==> config.mk <==
export PLATFORM = sky130hd
export DESIGN_NAME = key_entry_ctrl
export DESIGN_NICKNAME = d
export VERILOG_FILES = /design/src/rtl/key_entry_ctrl_pkg.sv /design/src/rtl/key_entry_ctrl.sv
export SDC_FILE = /design/constraint.sdc
export NUM_CORES = 1
export LEC_CHECK = 0
export CAP_MARGIN = 10
export CORE_MARGIN = 2
export CORE_UTILIZATION = 45
export DETAILED_ROUTE_END_ITERATION = 16
export GPL_TIMING_DRIVEN = 0
export PLACE_DENSITY_LB_ADDON = 0.15
export REMOVE_ABC_BUFFERS = 1
export SLEW_MARGIN = 25
export SYNTH_ARGS = -nofsm -noshare
export SYNTH_HDL_FRONTEND = slang
export SYNTH_SLANG_ARGS = --single-unit
==> constraint.sdc <==
create_clock -name clk -period 2.25 [get_ports clk]
set_clock_uncertainty 0.15 [all_clocks]
set_input_delay 0.225 -clock clk [delete_from_list [all_inputs] [get_ports clk]]
set_output_delay 0.225 -clock clk [all_outputs]
set_load 0.005 [all_outputs]
==> src/rtl/key_entry_ctrl_pkg.sv <==
`default_nettype none
// ---------------------------------------------------------------------------
// key_entry_ctrl_pkg : shared array-key types, widths and controller states.
// Revision: 1.0
// ---------------------------------------------------------------------------
package key_entry_ctrl_pkg;

  localparam int KEY_W = 4;
  localparam int BCD_W = 4;

  typedef logic [BCD_W-1:0] nibble_t;
  typedef logic [1:0]       state_t;

  localparam logic [1:0] IDLE      = 2'd0;
  localparam logic [1:0] WAIT_CONV = 2'd1;
  localparam logic [1:0] SHIFT_LO  = 2'd2;

endpackage
`default_nettype wire

==> src/rtl/key_entry_ctrl.sv <==
`default_nettype none
// ---------------------------------------------------------------------------
// key_entry_ctrl : forwards keys to hex2dec and shifts BCD digits into display.
// Revision: 1.0
// ---------------------------------------------------------------------------
module key_entry_ctrl
  import key_entry_ctrl_pkg::*;
#(
  parameter int DIGITS  = 4,
  parameter int TIMEOUT = 8
) (
  input  logic                         clk,
  input  logic                         rst_n,
  input  logic [KEY_W-1:0]             key_code,
  input  logic                         key_vld,
  input  logic                         clr,
  output logic [KEY_W-1:0]             conv_din,
  output logic                         conv_din_vld,
  input  logic [7:0]                   conv_dout,
  input  logic                         conv_dout_vld,
  output logic [4*DIGITS-1:0]          disp_data,
  output logic [$clog2(DIGITS+1)-1:0]  digit_cnt,
  output logic                         busy,
  output logic                         upd,
  output logic                         key_drop,
  output logic                         err
);

  localparam int CNT_W = $clog2(DIGITS+1);
  localparam int TMO_W = $clog2(TIMEOUT);

  state_t             r_state;
  nibble_t            r_low;
  logic [TMO_W-1:0]   r_tmo_cnt;

  nibble_t            w_hi;
  nibble_t            w_lo;
  logic [CNT_W-1:0]   w_cnt_inc;

  assign w_hi = conv_dout[7:4];
  assign w_lo = conv_dout[3:0];
  assign busy = (r_state != IDLE);

  // Saturating digit count after one more shift.
  assign w_cnt_inc = (digit_cnt == CNT_W'(DIGITS)) ? digit_cnt : digit_cnt + 1'b1;

  function automatic logic [4*DIGITS-1:0] shift_in(input logic [4*DIGITS-1:0] buf_in,
                                                   input nibble_t d);
    return {buf_in[4*DIGITS-5:0], d};
  endfunction

  always_ff @(posedge clk) begin
    if (!rst_n) begin
      r_state      <= IDLE;
      r_low        <= '0;
      r_tmo_cnt    <= '0;
      conv_din     <= '0;
      conv_din_vld <= 1'b0;
      disp_data    <= '0;
      digit_cnt    <= '0;
      upd          <= 1'b0;
      key_drop     <= 1'b0;
      err          <= 1'b0;
    end else begin
      conv_din_vld <= 1'b0;
      upd          <= 1'b0;
      key_drop     <= 1'b0;
      err          <= 1'b0;
      if (clr) begin
        r_state   <= IDLE;
        r_tmo_cnt <= '0;
        disp_data <= '0;
        digit_cnt <= '0;
      end else begin
        if (key_vld && (r_state != IDLE)) key_drop <= 1'b1;
        case (r_state)
          IDLE: begin
            if (key_vld) begin
              conv_din     <= key_code;
              conv_din_vld <= 1'b1;
              r_tmo_cnt    <= '0;
              r_state      <= WAIT_CONV;
            end
          end
          WAIT_CONV: begin
            // err is flagged one cycle before leaving, so the abort cycle stays busy.
            if (err) begin
              r_state <= IDLE;
            end else if (conv_dout_vld) begin
              digit_cnt <= w_cnt_inc;
              if (w_hi != 4'd0) begin
                disp_data <= shift_in(disp_data, w_hi);
                r_low     <= w_lo;
                r_state   <= SHIFT_LO;
              end else begin
                disp_data <= shift_in(disp_data, w_lo);
                upd       <= 1'b1;
                r_state   <= IDLE;
              end
            end else if (r_tmo_cnt == TMO_W'(TIMEOUT-1)) begin
              err <= 1'b1;
            end else begin
              r_tmo_cnt <= r_tmo_cnt + 1'b1;
            end
          end
          SHIFT_LO: begin
            disp_data <= shift_in(disp_data, r_low);
            digit_cnt <= w_cnt_inc;
            upd       <= 1'b1;
            r_state   <= IDLE;
          end
          default: r_state <= IDLE;
        endcase
      end
    end
  end

endmodule
`default_nettype wire

==> Word level (Yosys, flattened, before mapping) <==
Index checks and enable logic that the tools add are counted.
{ "totals": {"regBits": 36, "out_inout_bits": 28} }
{ "op_classes": {"add_sub_neg": 2, "n_eq_ne": 10, "muxes": 25, "bitwise_logic": 5, "reduce_logical": 14} }
{ "ops": {"columns": ["cell", "n"], "rows": [
  ["$mux W16", 2],
  ["$pmux W16 S2", 1],
  ["$mux W3", 7],
  ["$pmux W3 S2", 2],
  ["$ne A2 B2 Y1 const B", 5],
  ["$reduce_and A5 Y1", 2],
  ["$mux W2", 4],
  ["$add A3 B1 Y3 const B", 2],
  ["$eq A3 B3 Y1 const B", 2],
  ["$mux W1", 6],
  ["$reduce_and A3 Y1", 2],
  ["$reduce_bool A2 Y1", 3],
  ["$not A1 Y1", 5],
  ["$reduce_or A5 Y1", 1],
  ["$mux W4", 1],
  ["$pmux W2 S2", 1],
  ["$reduce_bool A4 Y1", 1],
  ["$ne A3 B3 Y1 const B", 1],
  ["$reduce_or A3 Y1", 1],
  ["$eq A2 B1 Y1 const B", 1],
  ["$eq A2 B2 Y1 const B", 1],
  ["$logic_not A2 Y1", 1],
  ["$pmux W1 S2", 1],
  ["$reduce_and A2 Y1", 1],
  ["other kinds (2)", 2]
]} }

==> Logic depth before layout (Yosys ltp) <==
{ "depth": {"word_depth": 5, "ltp_mapped": 7, "mapped_depth_nobuf": 6} }

==> Worst setup path after synthesis <==
Ideal clock, no wire load.
{ "synth_timing": {"kind": "register to register", "start": "reg r_tmo_cnt[0]", "end": "reg r_tmo_cnt[1]", "setup_time_ns": 0.128, "arrival_time_ns": 1.551, "setup_slack_ns": 0.422, "stages_incl_launch_ff": 7, "n_path_buf": 0, "cell_sequence": "dfxtp_1 -> ha_1 -> ha_1 -> or4b_1 -> a21o_1 -> a22oi_1 -> nor2_1"} }
{ "synth_between": {"elab_chain_cells": 5, "elab_cells_between_ends": 8} }
{ "synth_lines": {"columns": ["element", "line_no", "source"], "rows": [
  ["start, declared", "key_entry_ctrl.sv:34", "logic [TMO_W-1:0] r_tmo_cnt;"],
  ["start signal, assigned", "key_entry_ctrl.sv:103", "r_tmo_cnt <= r_tmo_cnt + 1'b1;"],
  ["$add A3 B1 Y3", "key_entry_ctrl.sv:103", null],
  ["$mux W3", "key_entry_ctrl.sv:100", "end else if (r_tmo_cnt == TMO_W'(TIMEOUT-1)) begin"],
  ["$mux W3", "key_entry_ctrl.sv:89", "end else if (conv_dout_vld) begin"],
  ["$mux W3", "key_entry_ctrl.sv:87", "if (err) begin"],
  ["$pmux W3 S2", "key_entry_ctrl.sv:76", "case (r_state)"]
]} }
Parallel ways exist; a longest one is shown, timed or not. The select of a mux whose other input is x is not followed.
A chain may end at the register's enable or synchronous reset.

==> Worst setup path in the final report <==
{ "layout_timing": {"start": "reg r_state[0]", "end": "out busy"} }
{ "layout_between": {"elab_chain_cells": 1} }
{ "layout_lines": {"columns": ["element", "line_no", "source"], "rows": [
  ["start, declared", "key_entry_ctrl.sv:32", "state_t r_state;"],
  ["start signal, assigned", "key_entry_ctrl.sv:54", "r_state <= IDLE;"],
  ["start signal, assigned", "key_entry_ctrl.sv:70", "r_state <= IDLE;"],
  ["start signal, assigned", "key_entry_ctrl.sv:82", "r_state <= WAIT_CONV;"],
  ["$reduce_bool A2 Y1", "key_entry_ctrl.sv:42", "assign busy = (r_state != IDLE);"],
  ["end, declared", "key_entry_ctrl.sv:23", "output logic busy,"]
]} }
No other way between the ends.

==> metrics.md <==
| Metric | Value |
|---|---|
| Final Core Density | 63.07% |
| H-tree depth | 2 |
| Setup bufs post-CTS | 0 |
| Final number of hold-violating endpoints | 0 |
| Max_cap viols | 0 |
| Top-count cell post-synth | dfxtp_1 |
| Yosys top cell by area | dfxtp_1 |
| Predominant post-synthesis flop cell | dfxtp_1 |
| Detailed Route WL | 3.233 mm |
| Antenna violations before repair | 0 |
| Worst EP required | 1.88 ns |
| Register Area | 720.7 um^2 |
| Critical path class | reg -> out |
| Hold Crit Class | reg -> reg |
| Slew headroom | 41.65% |
| Vias per cell | 5.134 |
| Seq pwr share | 53.3% |
| DPL Wire Length | 2.440 mm |
| Resize count post-CTS | 0 |
| # setup viols final | 0 |
| Unrepaired setup endpoints after global routing | no |
| Highest clock rate | 489.7 MHz |
| Share of cells above drive strength 1 | 5.381% |
| Ports | 45 |
| Sw Pwr | 281.6 uW |
| Async set-reset flop share out of synthesis | 0% |
| Cell variety after synth | 31 |
| Clock transition at path regs | 0.12 ns |
| Hold WS | 0.3045 ns |
| Clock sink count | 36 |
| Seq/Total Area, Yosys | 46.34% |
| Ys Warns | 0 |
| Sw Share | 23.04% |
| Worst r2r dst | disp_data[3] |
| Fillers | 304 |
| Worst-Skew Late Latency | 0.33 ns |
| Residual DRC | 0 |
| Largest net degree at the start of global routing | 25 |
| Post-route ant nets | 0 |
| WP data arrival | 1.67 ns |
| GRT Util Overall | 17.97% |
| Die Wd | 62.79 um |
| Port Buffers | 44 |
| M1 GR Usage | 21.62% |
| Pwr/cell area | 580.7 mW/mm^2 |
| Setup crit end kind | output port |
| Met2 GRT Util | 30.38% |
| Part of the power in combinational logic | 10.1% |
| Post-synthesis register bit count | 36 |
| Worst vdd ir | 0.0003700 V |
| Multi-input logic area | 779.5 um^2 |
| Synth top area cells | dfxtp_1, nand2_1, a21oi_1 |
| Synthesized area | 0.001555 mm^2 |
| Crit path time final | 2.042 ns |
| Setup TNS | 0 ns |
| Yosys top cell area share | 46.34% |
| Initial cell density of the core | 46.61% |
| Critical-path top delay cell | clkdlybuf4s50_1 |
| Die area | 0.003943 mm^2 |
| Crit path cell chain | inv_1 > ha_1 > inv_1 > clkdlybuf4s50_1 |
| Vias | 1381 |
| Layout area overhead | 35.32% |
| Family with the most delay on the worst path | buffers and inverters |
| Critical Path Start Type | flip-flop |
| ANT cells | 0 |
| CP peak stage delay | 0.50 ns |
| First-pass GRT wire length | 5.720 mm |
| Core area | 0.003337 mm^2 |
| CTS root buffer | clkbuf_4 |
| Reg2Reg Depth | 6 |
| Vias in the first global route | 1294 |
| Dpl cells | 261 |
| Cell depth of the worst setup path | 4 |
| Leak Pwr | 0.7721 nW |
| Critical path buffer and inverter count | 3 |
| WL per Instance | 12.02 um |
| CP most frequent cell | inv_1 |
| Post-synth top cells | dfxtp_1, nand2_1, a21oi_1, ha_1 |
| Int Power | 940.5 uW |
| Global routing's busiest layer | met2 |
| CTS tree | done |
| R2R Path Start | r_state[0] |
| # rows | 21 |
| Total Nets Final | 247 |
| Last element of the critical path | busy |
| Register-to-register setup slack | 0.23 ns |
| Clock buffer depth | 2 |
| Clk pwr share | 36.7% |
| Synthesized area per cell | 8.737 um^2 |
| Crit Path Max Fanout | 5 |
| Final count of pins violating max slew | 0 |
| Post-Place Cell Area | 0.002024 mm^2 |
| Final Cycle Share | 90.76% |
| Non-Filler Instances | 269 |
| Hold buffer count at cts | 0 |
| GPL Wtd Cong | 0.8066 |
| Pre-CTS WS | 0.03599 ns |
| Post-synth EDFFs | 0 |
| Post-route cell area | 0.002105 mm^2 |
| Initial drt markers | 109 |
| CP startpoint | r_state[0] |
| Global route total overflow | 0 |
| Die Y | 62.79 um |
| Drt pass-1 iters | 4 |
| Final setup margin | 0.2080 ns |
| Status | finished clean |
| Met3 Use GR | 6.847% |
| Total power | 1.222 mW |
| Mapped Cells | 178 |
| CTS Buf Count | 5 |
| Worst-margin pin slew | 0.8753 ns |
[worst min path at each step]
stage,from,end,slack (ns),depth (start not counted)
CTS,disp_data[14],disp_data[14],0.31,2
global placement,disp_data[14],disp_data[14],0.29,2
global route,conv_dout[1],r_low[1],0.32,3
finish,disp_data[14],disp_data[14],0.30,2
floorplan,rst_n,conv_din[0],0.20,1
detailed placement,disp_data[14],disp_data[14],0.29,2
[cell families (layout without fill, tap and decap cells)]
| family | after synthesis | in the layout | synth area share [%] |
|---|---|---|---|
| AOI/OAI and AO/OA | 40 | 40 | 15.77 |
| adders and majority gates | 8 | 8 | 6.436 |
| muxes | 5 | 5 | 3.218 |
| xor gates and xnor gates | 1 | 1 | 0.5633 |
| DFF | 36 | 36 | 46.34 |
| buffers and inverters | 14 | 59 | 3.540 |
| and+or+nand+nor | 74 | 74 | 24.14 |
[power by group through the flow]
| stage | registers [mW] | clock network (mW) | logic, mW |
|---|---|---|---|
| global placement | 0.665 | 0 | 0.120 |
| detailed placement | 0.665 | 0 | 0.123 |
| finish | 0.651 | 0.448 | 0.123 |
| global route | 0.653 | 0.489 | 0.136 |
| CTS | 0.651 | 0.455 | 0.124 |
| floorplan | 0.665 | 0 | 0.0574 |
[state kept, by name, indices dropped and copies added, names as in the netlist]
name,flops
conv_din_vld,1
digit_cnt,3
upd,1
disp_data,16
r_state,2
conv_din,4
r_low,4
key_drop,1
err,1
r_tmo_cnt,3
[layout make-up]
type,count,share of cell area (%)
Tap cell,46,2.735
Inverter,7,1.249
Multi-Input combinational cell,128,37.04
Sequential cell,36,34.24
Clock buffer,5,1.784
Clock inverter,3,2.021
Timing Repair Buffer,44,20.93
[layout by cell type, fill, tap and decap left out, types with 3 or more instances in the layout]
master           count
mux2i_1              5
and3_1               3
o211ai_1             5
or3_1                5
nand2_1             34
o21ai_0              6
dfxtp_1             36
nor2b_1              7
nor2_1               7
a21oi_1             21
clkbuf_4             5
clkdlybuf4s50_1     44
nand3_1              4
nand2b_1             3
inv_1                7
nor4b_1              4
ha_1                 8
[worst min-delay path: cells and delay by family, from the launching register on]
| family | cells | cell delay, ns |
|---|---|---|
| simple gates | 1 | 0.05 |
| compound gates | 1 | 0.05 |
| flops | 1 | 0.33 |
[routing by layer]
layer	part of all wire, %	up-vias	wire length [um]
met3	5.9	6	190
met5	0	-	0
li1	-	703	-
met2	48	39	1558
met4	1.1	0	36
met1	45	633	1448
(Power assumes the default switching activity.)
